`src/rtl/hamming_dec_pkg.sv`:
```
// Shared constants, FSM state type and Hamming(7,4) syndrome helper for the
// serial frame decoder. Codewords are held MSB-first as received, so c1 sits
// in bit [6] and c7 in bit [0].
package hamming_dec_pkg;

    localparam int CW_LEN       = 7;
    localparam int DATA_LEN     = 4;
    localparam int CW_PER_FRAME = 8;
    localparam int WORD_W       = DATA_LEN * CW_PER_FRAME;

    typedef enum logic [0:0] {
        IDLE    = 1'b0,
        COLLECT = 1'b1
    } state_t;

    // Syndrome {s3,s2,s1}; a nonzero value names the 1-based bit position in error.
    function automatic logic [2:0] hamming_syndrome(input logic [CW_LEN-1:0] cw);
        logic s1;
        logic s2;
        logic s3;
        s1 = cw[6] ^ cw[4] ^ cw[2] ^ cw[0];
        s2 = cw[5] ^ cw[4] ^ cw[1] ^ cw[0];
        s3 = cw[3] ^ cw[2] ^ cw[1] ^ cw[0];
        return {s3, s2, s1};
    endfunction

endpackage

```
`src/rtl/hamming74_correct.sv`:
```
// Combinational Hamming(7,4) single-error corrector. Only data positions
// (c3, c5, c6, c7) matter for the nibble, so a syndrome pointing at a parity
// bit leaves the data untouched but still reports a correction.
module hamming74_correct
    import hamming_dec_pkg::*;
(
    input  logic [CW_LEN-1:0]   i_codeword,
    output logic [DATA_LEN-1:0] o_nibble,
    output logic [2:0]          o_syndrome,
    output logic                o_corrected
);

    logic [2:0]          w_syn;
    logic [DATA_LEN-1:0] w_data_flip;

    // Compute syndrome and the data-bit flip mask it implies.
    always_comb begin
        w_syn       = hamming_syndrome(i_codeword);
        w_data_flip = 4'b0000;
        case (w_syn)
            3'd3:    w_data_flip = 4'b1000;
            3'd5:    w_data_flip = 4'b0100;
            3'd6:    w_data_flip = 4'b0010;
            3'd7:    w_data_flip = 4'b0001;
            default: w_data_flip = 4'b0000;
        endcase
    end

    assign o_nibble    = {i_codeword[4], i_codeword[2], i_codeword[1], i_codeword[0]} ^ w_data_flip;
    assign o_syndrome  = w_syn;
    assign o_corrected = (w_syn != 3'b000);

endmodule

```
`src/rtl/hamming_frame_decoder.sv`:
```
// Serial Hamming(7,4) frame decoder: deserializes 8 codewords after frame
// lock, corrects single-bit errors and presents one 32-bit word per frame on
// a valid/ready interface with correction, abort and overflow status.
// Optional build macro HDEC_ERR_MASK_EN adds data_out_err_mask, flagging which
// codewords of the word needed correction (codeword 0 -> bit 7).
module hamming_frame_decoder
    import hamming_dec_pkg::*;
#(
    parameter int CNT_W        = 16,
    parameter int CW_PER_FRAME = 8
)(
    input  logic             clk_out,
    input  logic             rst,
    input  logic             data_in,
    input  logic             frame_start,
    input  logic             is_frame_sychronized,
    output logic [31:0]      data_out,
    output logic             data_out_valid,
    input  logic             data_out_ready,
    output logic [CNT_W-1:0] corrected_cnt,
    output logic [CNT_W-1:0] abort_cnt,
    output logic             overflow
`ifdef HDEC_ERR_MASK_EN
    ,
    output logic [7:0]       data_out_err_mask
`endif
);

    state_t              r_state;
    state_t              w_next_state;

    logic [5:0]          r_shift;
    logic [2:0]          r_bit_cnt;
    logic [2:0]          r_cw_cnt;
    logic [27:0]         r_pack;

    logic [31:0]         r_data_out;
    logic                r_valid;
    logic [CNT_W-1:0]    r_corrected_cnt;
    logic [CNT_W-1:0]    r_abort_cnt;
    logic                r_overflow;

    logic                w_restart;
    logic                w_shift;
    logic                w_cw_done;
    logic                w_word_done;
    logic                w_abort;
    logic                w_cw_err;
    logic                w_can_load;

    logic [CW_LEN-1:0]   w_codeword;
    logic [DATA_LEN-1:0] w_nibble;
    logic [2:0]          w_syndrome;
    logic                w_corrected;
    logic [WORD_W-1:0]   w_word;

    // The last bit of a codeword is decoded straight off the wire so the
    // nibble is ready on the same edge that samples it.
    assign w_codeword = {r_shift, data_in};
    assign w_word     = {r_pack, w_nibble};
    assign w_cw_err   = w_corrected & (w_syndrome != 3'b000);
    assign w_can_load = ~r_valid | data_out_ready;

    hamming74_correct u_correct (
        .i_codeword  (w_codeword),
        .o_nibble    (w_nibble),
        .o_syndrome  (w_syndrome),
        .o_corrected (w_corrected)
    );

    // FSM state register.
    always_ff @(posedge clk_out or posedge rst) begin
        if (rst) begin
            r_state <= IDLE;
        end else begin
            r_state <= w_next_state;
        end
    end

    // FSM next-state: loss of lock wins over a restart, which wins over completion.
    always_comb begin
        w_next_state = r_state;
        case (r_state)
            IDLE: begin
                if (frame_start && is_frame_sychronized) begin
                    w_next_state = COLLECT;
                end else begin
                    w_next_state = IDLE;
                end
            end
            COLLECT: begin
                if (!is_frame_sychronized) begin
                    w_next_state = IDLE;
                end else if (frame_start) begin
                    w_next_state = COLLECT;
                end else if ((r_bit_cnt == 3'(CW_LEN - 1)) && (r_cw_cnt == 3'(CW_PER_FRAME - 1))) begin
                    w_next_state = IDLE;
                end else begin
                    w_next_state = COLLECT;
                end
            end
            default: w_next_state = IDLE;
        endcase
    end

    // FSM outputs: datapath strobes for start, shift, decode, completion and abort.
    always_comb begin
        w_restart   = 1'b0;
        w_shift     = 1'b0;
        w_cw_done   = 1'b0;
        w_word_done = 1'b0;
        w_abort     = 1'b0;
        case (r_state)
            IDLE: begin
                if (frame_start && is_frame_sychronized) begin
                    w_restart = 1'b1;
                end else begin
                    w_restart = 1'b0;
                end
            end
            COLLECT: begin
                if (!is_frame_sychronized) begin
                    w_abort = 1'b1;
                end else if (frame_start) begin
                    w_restart = 1'b1;
                end else begin
                    w_shift = 1'b1;
                    if (r_bit_cnt == 3'(CW_LEN - 1)) begin
                        w_cw_done   = 1'b1;
                        w_word_done = (r_cw_cnt == 3'(CW_PER_FRAME - 1));
                    end else begin
                        w_cw_done   = 1'b0;
                        w_word_done = 1'b0;
                    end
                end
            end
            default: begin
                w_restart = 1'b0;
            end
        endcase
    end

    // Deserializer: bit 0 of a frame is captured on the start cycle itself.
    always_ff @(posedge clk_out or posedge rst) begin
        if (rst) begin
            r_shift   <= 6'b000000;
            r_bit_cnt <= 3'd0;
            r_cw_cnt  <= 3'd0;
        end else if (w_restart) begin
            r_shift   <= {5'b00000, data_in};
            r_bit_cnt <= 3'd1;
            r_cw_cnt  <= 3'd0;
        end else if (w_shift) begin
            r_shift <= {r_shift[4:0], data_in};
            if (w_cw_done) begin
                r_bit_cnt <= 3'd0;
                r_cw_cnt  <= r_cw_cnt + 3'd1;
            end else begin
                r_bit_cnt <= r_bit_cnt + 3'd1;
            end
        end
    end

    // Pack register: nibbles 0..6 land MSB-first; nibble 7 goes straight to the output.
    always_ff @(posedge clk_out or posedge rst) begin
        if (rst) begin
            r_pack <= 28'h0000000;
        end else if (w_cw_done) begin
            for (int k = 0; k < CW_PER_FRAME - 1; k++) begin
                if (r_cw_cnt == 3'(k)) begin
                    r_pack[27 - 4*k -: 4] <= w_nibble;
                end
            end
        end
    end

    // Output word register with valid/ready handshake and drop-on-full overflow.
    always_ff @(posedge clk_out or posedge rst) begin
        if (rst) begin
            r_data_out <= 32'h00000000;
            r_valid    <= 1'b0;
            r_overflow <= 1'b0;
        end else if (w_word_done) begin
            if (w_can_load) begin
                r_data_out <= w_word;
                r_valid    <= 1'b1;
            end else begin
                r_overflow <= 1'b1;
            end
        end else if (r_valid && data_out_ready) begin
            r_valid <= 1'b0;
        end
    end

    // Saturating status counters; decoded-codeword counts survive a later abort.
    always_ff @(posedge clk_out or posedge rst) begin
        if (rst) begin
            r_corrected_cnt <= {CNT_W{1'b0}};
            r_abort_cnt     <= {CNT_W{1'b0}};
        end else begin
            if (w_cw_done && w_cw_err && (r_corrected_cnt != {CNT_W{1'b1}})) begin
                r_corrected_cnt <= r_corrected_cnt + {{(CNT_W-1){1'b0}}, 1'b1};
            end
            if (w_abort && (r_abort_cnt != {CNT_W{1'b1}})) begin
                r_abort_cnt <= r_abort_cnt + {{(CNT_W-1){1'b0}}, 1'b1};
            end
        end
    end

`ifdef HDEC_ERR_MASK_EN
    logic [6:0] r_mask_acc;
    logic [7:0] r_err_mask;

    // Per-codeword correction flags gathered alongside the nibbles.
    always_ff @(posedge clk_out or posedge rst) begin
        if (rst) begin
            r_mask_acc <= 7'b0000000;
        end else if (w_cw_done) begin
            for (int k = 0; k < CW_PER_FRAME - 1; k++) begin
                if (r_cw_cnt == 3'(k)) begin
                    r_mask_acc[6 - k] <= w_cw_err;
                end
            end
        end
    end

    // Error mask follows the same load/hold/drop rules as the data word.
    always_ff @(posedge clk_out or posedge rst) begin
        if (rst) begin
            r_err_mask <= 8'h00;
        end else if (w_word_done && w_can_load) begin
            r_err_mask <= {r_mask_acc, w_cw_err};
        end
    end

    assign data_out_err_mask = r_err_mask;
`endif

    assign data_out       = r_data_out;
    assign data_out_valid = r_valid;
    assign corrected_cnt  = r_corrected_cnt;
    assign abort_cnt      = r_abort_cnt;
    assign overflow       = r_overflow;

endmodule
```
`config.mk`:
```
export PLATFORM = sky130hd
export DESIGN_NAME = hamming_frame_decoder
export DESIGN_NICKNAME = d
export VERILOG_FILES = /design/src/rtl/hamming_dec_pkg.sv /design/src/rtl/hamming74_correct.sv /design/src/rtl/hamming_frame_decoder.sv
export SDC_FILE = /design/constraint.sdc
export NUM_CORES = 1
export LEC_CHECK = 0
export CAP_MARGIN = 5
export CORE_ASPECT_RATIO = 0.6
export CORE_MARGIN = 5
export CORE_UTILIZATION = 49
export CTS_CLUSTER_DIAMETER = 120
export DETAILED_ROUTE_END_ITERATION = 7
export PLACE_DENSITY = 0.74
export SYNTH_ARGS = -nofsm -noshare
export SYNTH_HDL_FRONTEND = slang
export SYNTH_HIERARCHICAL = 1
export SYNTH_SLANG_ARGS = --single-unit
```
`constraint.sdc`:
```
create_clock -name clk_out -period 3.3 [get_ports clk_out]
set_input_delay 0.66 -clock clk_out [delete_from_list [all_inputs] [get_ports clk_out]]
set_output_delay 0.66 -clock clk_out [all_outputs]
set_load 0.02 [all_outputs]
```
* Yosys cells after proc, flatten, opt, wreduce, memory -nomap -nowiden
Cells that the tools add are included.
Word-level totals: logic and storage cells 104, input port bits 6, register bits after elaboration 107
Cells by class: multiplexer cells 33, $add $sub $neg 4, reductions and logical operators 22, bitwise logic cells 14, equality and inequality tests 15
Operators with widths (count):
- $add 16x1->16 const B | 2
- $ne 16x16->1 const B | 2
- $eq 3x3->1 const B | 8
- $mux 1 | 22
- $reduce_and 2->1 | 11
- $mux 3 | 6
- $pmux 4 s4 | 1
- $mux 6 | 2
- $eq 3x2->1 const B | 3
- $xor 1x1->1 | 9
- $add 3x1->3 const B | 2
- $logic_and 1x1->1 | 6
- $reduce_bool 2->1 | 3
- $pmux 1 s2 | 2
- $xor 4x4->4 | 1
- $eq 3x1->1 const B | 1
- $logic_not 3->1 | 1
- $not 1->1 | 3
- $reduce_bool 3->1 | 1
- $ne 2x1->1 const B | 1
- $or 1x1->1 | 1

* Depth between registers and ports, before layout
Gate-level depths: netlist of the first run.
depth after elaboration 8, gate-level depth with buffers 8, mapped depth without buffers 8

* Cells and area by module
The synthesis of the first run kept the hierarchy.
Modules (own cells, without submodules):
- hamming_frame_decoder | seq. area each 2677.6 µm², times used 1, area each 4660.7 µm², cells an instance 359
- hamming74_correct | seq. area each 0.0 µm², times used 1, area each 197.7 µm², cells an instance 24

* Worst setup path after synthesis of the first run
Ideal clock, no wire load.
path kind input -> register, from in data_in, to reg r_corrected_cnt[1] (netlist: corrected_cnt[1]), slack 708 ps, stages on the path 7, data required time 3175 ps, buffers on the path 1, arrival time 2467 ps, library setup time 125 ps, path through xnor2_1 -> xnor2_1 -> or3_1 -> or4b_4 -> buf_6 -> a21oi_1 -> mux2_2
On the way: longest elaborated chain between the ends 4
Ends and longest elaborated chain:
- start: declaration | RTL line hamming_frame_decoder.sv:14 | input logic data_in,
- $xor 1x1->1 | RTL line hamming_dec_pkg.sv:21 | s1 = cw[6] ^ cw[4] ^ cw[2] ^ cw[0];
- via w_syndrome[0] | RTL line hamming_frame_decoder.sv:53 | logic [2:0] w_syndrome;
- $reduce_bool 3->1 | RTL line hamming74_correct.sv:31 | assign o_corrected = (w_syn != 3'b000);
- via w_corrected | RTL line hamming_frame_decoder.sv:54 | logic w_corrected;
- $logic_and 1x1->1 (2 in a row) | RTL line hamming_frame_decoder.sv:201 | if (w_cw_done && w_cw_err && (r_corrected_cnt != {CNT_W{1'b1}})) begin
- end signal: assignment | RTL line hamming_frame_decoder.sv:198 | r_corrected_cnt <= {CNT_W{1'b0}};
- end signal: assignment | RTL line hamming_frame_decoder.sv:202 | r_corrected_cnt <= r_corrected_cnt + {{(CNT_W-1){1'b0}}, 1'b1};
- end: declaration | RTL line hamming_frame_decoder.sv:39 | logic [CNT_W-1:0] r_corrected_cnt;
The timed path passes the listed nets, and every way through them passes these cells. A chain may end at the register's enable or synchronous reset.

* Worst setup path in the final report of the first run
from in data_in, to reg r_corrected_cnt[1] (netlist: corrected_cnt[1])
On the way: longest elaborated chain between the ends 4
Ends and longest elaborated chain (RTL line):
- $xor 1x1->1 | hamming_dec_pkg.sv:21
- via w_syndrome[0] | hamming_frame_decoder.sv:53
- $reduce_bool 3->1 | hamming74_correct.sv:31, hamming_frame_decoder.sv:61
- $logic_and 1x1->1 (2 in a row) | hamming_frame_decoder.sv:201
The timed path passes the listed nets, and every way through them passes these cells.

==> metrics.txt, run 1 <==
Reg2Reg Depth=7; Crit. End Element=register; Cells after Synth=383; Worst Path Max Fanout=11; port bufs=71; flop-to-flop setup slack=0.79 ns; HPWL after detailed placement=6960 um; clock-pin slew on the worst setup and hold paths=0.07 ns; All-Layer GR Usage=0.175; Most used DFF post-synth=dfrtp_1; CP arrival=3.03 ns; DR WL/cell=~17 um; Slew headroom=0.386; crit path time final=2.80 ns; RSZ-0062 raised after global routing=no; Hold Path Class=reg -> reg; Syn Nets=399; PD cells=between 400 and 500 nW/um^2; buffer levels on the longest clock path=2; max-slew violation count=0; Synth Cell Area=just under 5000 um^2; Fin. Hold Viols=0; #FFs+latches synth=107; initial antenna violation count=0; I/O pins=72; Die Ht=87.1 um; starting density of the core=0.497; max_cap viols=0; Clock Latency Late Sink=0.34 ns; hold_buf cts=0; clock sinks=approximately 110; Achievable Freq=around 360 MHz; most frequent cells in the layout=dfrtp_1, clkdlybuf4s50_1, mux2_2, xor2_1, nand2_1; Leak=2.86 nW; Synthesis Warnings=6; Reg-to-Reg Start=r_shift[0]$_DFFE_PP0P_; total grt overflow=0; clock root buffer=clkbuf_16; H-tree depth=3; Reg-to-Reg End=corrected_cnt[1]$_DFFE_PP0P_; routability congestion estimate=0.802; full die area=between 10,000 and 15,000 um^2; Worst Path Required=3.53 ns; worst slew pin tran=around 0.9 ns; status=finished clean; first-pass GRT wire length=16,900 um; register area share after synthesis=0.551; hold depth=2; vias per cell=approximately 5.4; Post-synth EDFFs=0; final total power=2.80 mW; hold_sp=overflow$_DFFE_PP0P_; critical path class=in -> reg; commonest non-fill, non-tap cell in the layout=dfrtp_1; Yosys cell types=47; Routed Antenna Nets=0; Core Rows=28; Final Cycle Share=0.848; vias in the first global route=3,234; PostCTS Resize Cnt=0; total iterations of the first detailed-routing run=4; synthesis-to-finish area growth=24.0%; largest net degree at the start of global routing=108; number of fill cells in the layout=around 770; peak supply drop=0.000304 V; Layout Skew=0.00686 ns; share of cells above drive strength 1=0.218; crit start category=input port; Total Routed Length=slightly below 10,000 um; chip width=139 um; via count=3,228; setup ws final=0.501 ns; CTS Buf Count=9; Setup-failing EPs final=0; DRC viols=0; Post-CTS Setup Inserts=0; n_diodes=0; Hold EP=overflow$_DFFE_PP0P_; core area=roughly 9800 um^2; Setup TNS Final=0 ns; drt initial violations=161; Avg Cell Area, Syn=approximately 13 um^2; TritonCTS clock tree=done; fraction of registers with async set/reset=1.00; Final nets=473; dpl ws=around 0.13 ns
report_power, final:
group | switching, mW | leakage (nW) | internal (mW)
Sequential | 0.0624 | 1.46 | 1.35
Combinational | 0.210 | 1.27 | 0.149
Clock | 0.447 | 0.130 | 0.575
Total | 0.719 | 2.86 | 2.08
state kept, by name, summed over array words and instances (netlist names):
signal          count
abort_cnt          16
r_cw_cnt            3
data_out_valid      1
r_state             1
data_out           32
r_bit_cnt           3
corrected_cnt      16
r_pack             28
overflow            1
r_shift             6
stage by stage:
step / hold slack [ns] / utilization / cells / area [um^2]
floorplan: 0.474 / - / 383 / 4860
global placement: 0.451 / 0.589 / 581 / 5750
detailed placement: 0.468 / 0.589 / 581 / 5750
CTS: 0.484 / 0.616 / 594 / 6020
global route: 0.500 / 0.616 / 594 / 6020
finish: 0.479 / 0.616 / 594 / 6020
routing by layer:
| metal | wire, um | track usage |
|---|---|---|
| met4 | 87 | 0.0457 |
| met5 | 0 | 0 |
| met2 | 4340 | 0.259 |
| met1 | 4980 | 0.255 |
| met3 | 444 | 0.0499 |
synth_stat cells, types with 2 or more instances:
cell type,n,share of area
xnor2_1,10,0.018
o21a_1,2,0.0031
a2111oi_2,5,0.015
inv_1,15,0.012
a21oi_1,6,0.0062
nand4_1,8,0.010
and4_1,5,0.0090
and4b_1,2,0.0041
xor2_1,27,0.049
nand3_1,16,0.016
dfrtp_1,107,0.55
buf_2,5,0.0051
a211oi_1,4,0.0062
o31ai_1,3,0.0046
a22o_1,2,0.0036
nor3_1,8,0.0082
ha_1,10,0.026
clkbuf_1,10,0.0077
nor2b_1,2,0.0026
nor4_1,4,0.0051
nand2_1,20,0.015
mux2_2,63,0.15
nor4b_1,2,0.0036
and3_1,6,0.0077
o22ai_1,2,0.0026
o21ai_0,8,0.0082
nor2_1,7,0.0054
a31oi_1,4,0.0051
buf_6,2,0.0046
kinds of logic after synthesis:
| family | count (synthesis) | share of synthesized area |
|---|---|---|
| xor+xnor | 39 | 0.0734 |
| compound gates | 41 | 0.0659 |
| mux | 64 | 0.148 |
| flops | 107 | 0.551 |
| buf+inv | 33 | 0.0299 |
| simple gates | 89 | 0.106 |
| fa+ha+maj | 10 | 0.0258 |
critical path, stage by stage:
cell and delay, ns:
clkdlybuf4s50_1 0.44, xnor2_1 0.35, xnor2_1 0.24, nor3_1 0.11, or4b_4 0.63, a21oi_1 0.24
mux2_2 0.36
worst max path at each step:
stage / startpoint / end / cells past startpoint / slack, ns
after global placement: data_in / corrected_cnt[1]$_DFFE_PP0P_ / 7 / 0.20
after floorplan: data_in / corrected_cnt[1]$_DFFE_PP0P_ / 7 / 0.71
after global routing: data_in / corrected_cnt[13]$_DFFE_PP0P_ / 8 / 0.35
final: data_in / corrected_cnt[1]$_DFFE_PP0P_ / 7 / 0.50
after CTS: data_in / corrected_cnt[1]$_DFFE_PP0P_ / 7 / 0.50
after detailed placement: data_in / corrected_cnt[1]$_DFFE_PP0P_ / 7 / 0.13
final cells by class:
class / instances / area [um^2] / area share
tap: 135 / 169 / 0.0280
timing repair buffer: 80 / 803 / 0.133
inverter: 16 / 63.8 / 0.0106
sequential: 107 / 2680 / 0.444
multi-input combinational: 243 / 2040 / 0.339
clock buffer: 10 / 229 / 0.0380
clock inverter: 3 / 42.5 / 0.00706
Power figures use the tool's default switching activity.
==> inputs of run 2 (changes only) <==
- clock period: 3.3 -> 2.55 ns (I/O delays scaled with it)
==> run 2 against run 1 <==
Net effect:
- wire length is 1.3% higher
- combinational power is 40% higher
- sequential power is 30% higher
- clock skew is 0.0035 ns higher
- core utilization is 2.1 points higher
- final cell count is 1.9% higher
- hold slack better by 0.013 ns
- sequential share of layout area is 1.5 points lower
- first-iteration DRC count is 3.7% lower
- non-clock buffer count is 8 higher
- global-route usage is 0.055 points lower
- setup slack worse by 0.48 ns
- highest routed layer unchanged
==> metrics.txt, run 2 (synthesized netlist as in run 1, its figures left out) <==
starting density of the core=0.497 (unchanged); clock root buffer=clkbuf_16 (unchanged); Achievable Freq=just under 400 MHz; Largest delay share family, worst path=XOR/XNOR gates (was simple AND/OR/NAND/NOR gates); Setup-failing EPs final=0 (unchanged); worst slew pin tran=0.941 ns (was 0.911 ns); first-pass GRT wire length=16,800 um (was 16,900 um); max-slew violation count=0 (unchanged); Core Rows=28 (unchanged); Slowest cell on crit path=xnor2_1 (was or4b_4); DR WL met2=4310 um (was 4340 um); port bufs=71 (unchanged); full die area=12,100 um^2 (unchanged); switch share=0.270 (was 0.257); chip width=139 um (unchanged); Total Routed Length=9990 um (was 9860 um); Post-Place Cell Area=5850 um^2 (was 5750 um^2); setup ws final=0.0176 ns (was 0.501 ns); DRC viols=0 (unchanged); CP most frequent cell=buf_4 (was xnor2_1); initial antenna violation count=0 (unchanged); vias per cell=5.34 (was 5.43); TritonCTS clock tree=done (unchanged); synthesis-to-finish area growth=28.3% (was 24.0%); peak per-stage delay on the critical path=0.74 ns (was 0.63 ns); filler-free cell count of the finished design=605 (was 594); buffer levels on the longest clock path=2 (unchanged); crit start category=input port (unchanged); RSZ-0062 raised after global routing=yes (was no); vias in the first global route=3,219 (was 3,234); n_diodes=0 (unchanged); CTS Buf Count=9 (unchanged); total iterations of the first detailed-routing run=4 (unchanged); commonest non-fill, non-tap cell in the layout=dfrtp_1 (unchanged); share of cells above drive strength 1=0.253 (was 0.218); Setup TNS Final=0 ns (unchanged); status=finished clean (unchanged); combinational share of power=0.140 (was 0.128); H-tree depth=3 (unchanged); max_cap viols=0 (unchanged); number of fill cells in the layout=727 (was 771); hold_buf cts=0 (unchanged); routability congestion estimate=0.870 (was 0.802); number of flip-flops in the largest register=32 (unchanged); Fin. Hold Viols=0 (unchanged); Die Ht=87.1 um (unchanged); Slew headroom=0.368 (was 0.386); top routing layer in use=met4 (unchanged); Clock Latency Late Sink=0.34 ns (about the same); dpl ws=-0.402 ns (was 0.133 ns); metal3 WL=422 um (was 444 um); Crit. End Element=register (unchanged); most frequent cells in the layout=dfrtp_1, clkdlybuf4s50_1, mux2_2, xor2_1, nand2_1 (unchanged); via count=3,233 (was 3,228); CP arrival=2.81 ns (was 3.03 ns); Layout Skew=0.0104 ns (was 0.00686 ns); final instance area=6230 um^2 (was 6020 um^2); Final Util=0.638 (was 0.616); critical path class=in -> reg (unchanged); Worst Path Max Fanout=8 (was 11); HPWL after detailed placement=7130 um (was 6960 um); All-Layer GR Usage=0.174 (was 0.175); core area=9770 um^2 (unchanged); total grt overflow=0 (unchanged); Metal-1 WL=5130 um (was 4980 um); Worst Path Required=2.83 ns (was 3.53 ns); switching power=0.971 mW (was 0.719 mW); critical path cell sequence=clkdlybuf4s50_1 > buf_4 > xnor2_2 > xor2_1 > inv_2 > buf_4 > nand3_1 > xnor2_1 > mux2_2 (was clkdlybuf4s50_1 > xnor2_1 > xnor2_1 > nor3_1 > or4b_4 > a21oi_1 > mux2_2); drt initial violations=155 (was 161); largest net degree at the start of global routing=33 (was 108); internal power=2.63 mW (was 2.08 mW); Routed Antenna Nets=0 (unchanged); PD cells=577 nW/um^2 (was 464 nW/um^2); clock sinks=107 (unchanged); Final Cycle Share=0.993; clock-pin slew on the worst setup and hold paths=0.07 ns (about the same); WP buf/inv=4 (was 1); Final nets=482 (was 473); Inst Count DP=589 (was 581); I/O pins=72 (unchanged); Reg power frac=0.509 (was 0.506); Hold Path Class=reg -> reg (unchanged); peak supply drop=0.000353 V (was 0.000304 V); crit path time final=roughly 2.5 ns; Clk network pwr share=0.351 (was 0.366); DR WL/cell=16.5 um (was 16.6 um); Leak=2.93 nW (was 2.86 nW)
-- run 2: cell count changes in the layout (fill, tap and decap cells not counted), moves of 2 or more --
cell	change
buf_4	+5
a2111oi_2	-3
a2111oi_4	+3
buf_12	+3
xnor2_1	-3
xnor2_2	+3
clkinvlp_4	+2
-- run 2: routing by layer --
layer / up-vias / global-route usage
li1: 1551 / -
met1: 1607 / 0.256
met2: 67 / 0.254
met3: 8 / 0.0455
met4: 0 / 0.0538
met5: - / 0
-- run 2: per-stage QoR --
stage          power [mW]  hold WS (ns)
2_1_floorplan        2.12         0.474
3_3_place_gp         2.33         0.448
3_5_place_dp         2.34         0.484
4_1_cts              3.62         0.499
5_1_grt              3.76         0.515
6_report             3.60         0.492
-- run 2: final timing paths --
kind                                               start  cells past startpoint  slack (ns)                       endpoint
max                                              data_in                      9        0.02         r_pack[26]$_DFFE_PP0P_
min                        corrected_cnt[15]$_DFFE_PP0P_                      1        0.49  corrected_cnt[15]$_DFFE_PP0P_
max reg2reg                       r_shift[0]$_DFFE_PP0P_                      6        0.05         r_pack[26]$_DFFE_PP0P_
min reg2reg                corrected_cnt[15]$_DFFE_PP0P_                      1        0.49  corrected_cnt[15]$_DFFE_PP0P_
max in group asynchronous                            rst                      3        1.35          r_pack[3]$_DFFE_PP0P_
min in group asynchronous                            rst                      2        0.62         r_pack[11]$_DFFE_PP0P_
-- run 2: repair_timing --
| item | in CTS | in global routing |
|---|---|---|
| resized for setup | 2 | 11 |
| endpoints found under the setup margin | 4 | 37 |
| cloned | 0 | 1 |
| pin swaps | 0 | 3 |
| buffers inserted | 0 | 0 |
-- run 2: area by class of cell --
type                            instances  area [um^2]  share of cell area
Clock buffer                            9          225              0.0361
Clock inverter                          6         41.3             0.00663
Inverter                               16         63.8              0.0102
Multi-Input combinational cell        244         2150               0.346
Sequential cell                       107         2680               0.430
Tap cell                              135          169              0.0271
Timing Repair Buffer                   88          901               0.145
-- run 2: power by group through the flow --
| stage | logic [mW] | clock network, mW | registers [mW] |
|---|---|---|---|
| after floorplan | 0.243 | 0 | 1.88 |
| after global placement | 0.473 | 0 | 1.86 |
| after detailed placement | 0.484 | 0 | 1.86 |
| after CTS | 0.488 | 1.31 | 1.83 |
| after global routing | 0.553 | 1.37 | 1.84 |
| final | 0.504 | 1.26 | 1.83 |
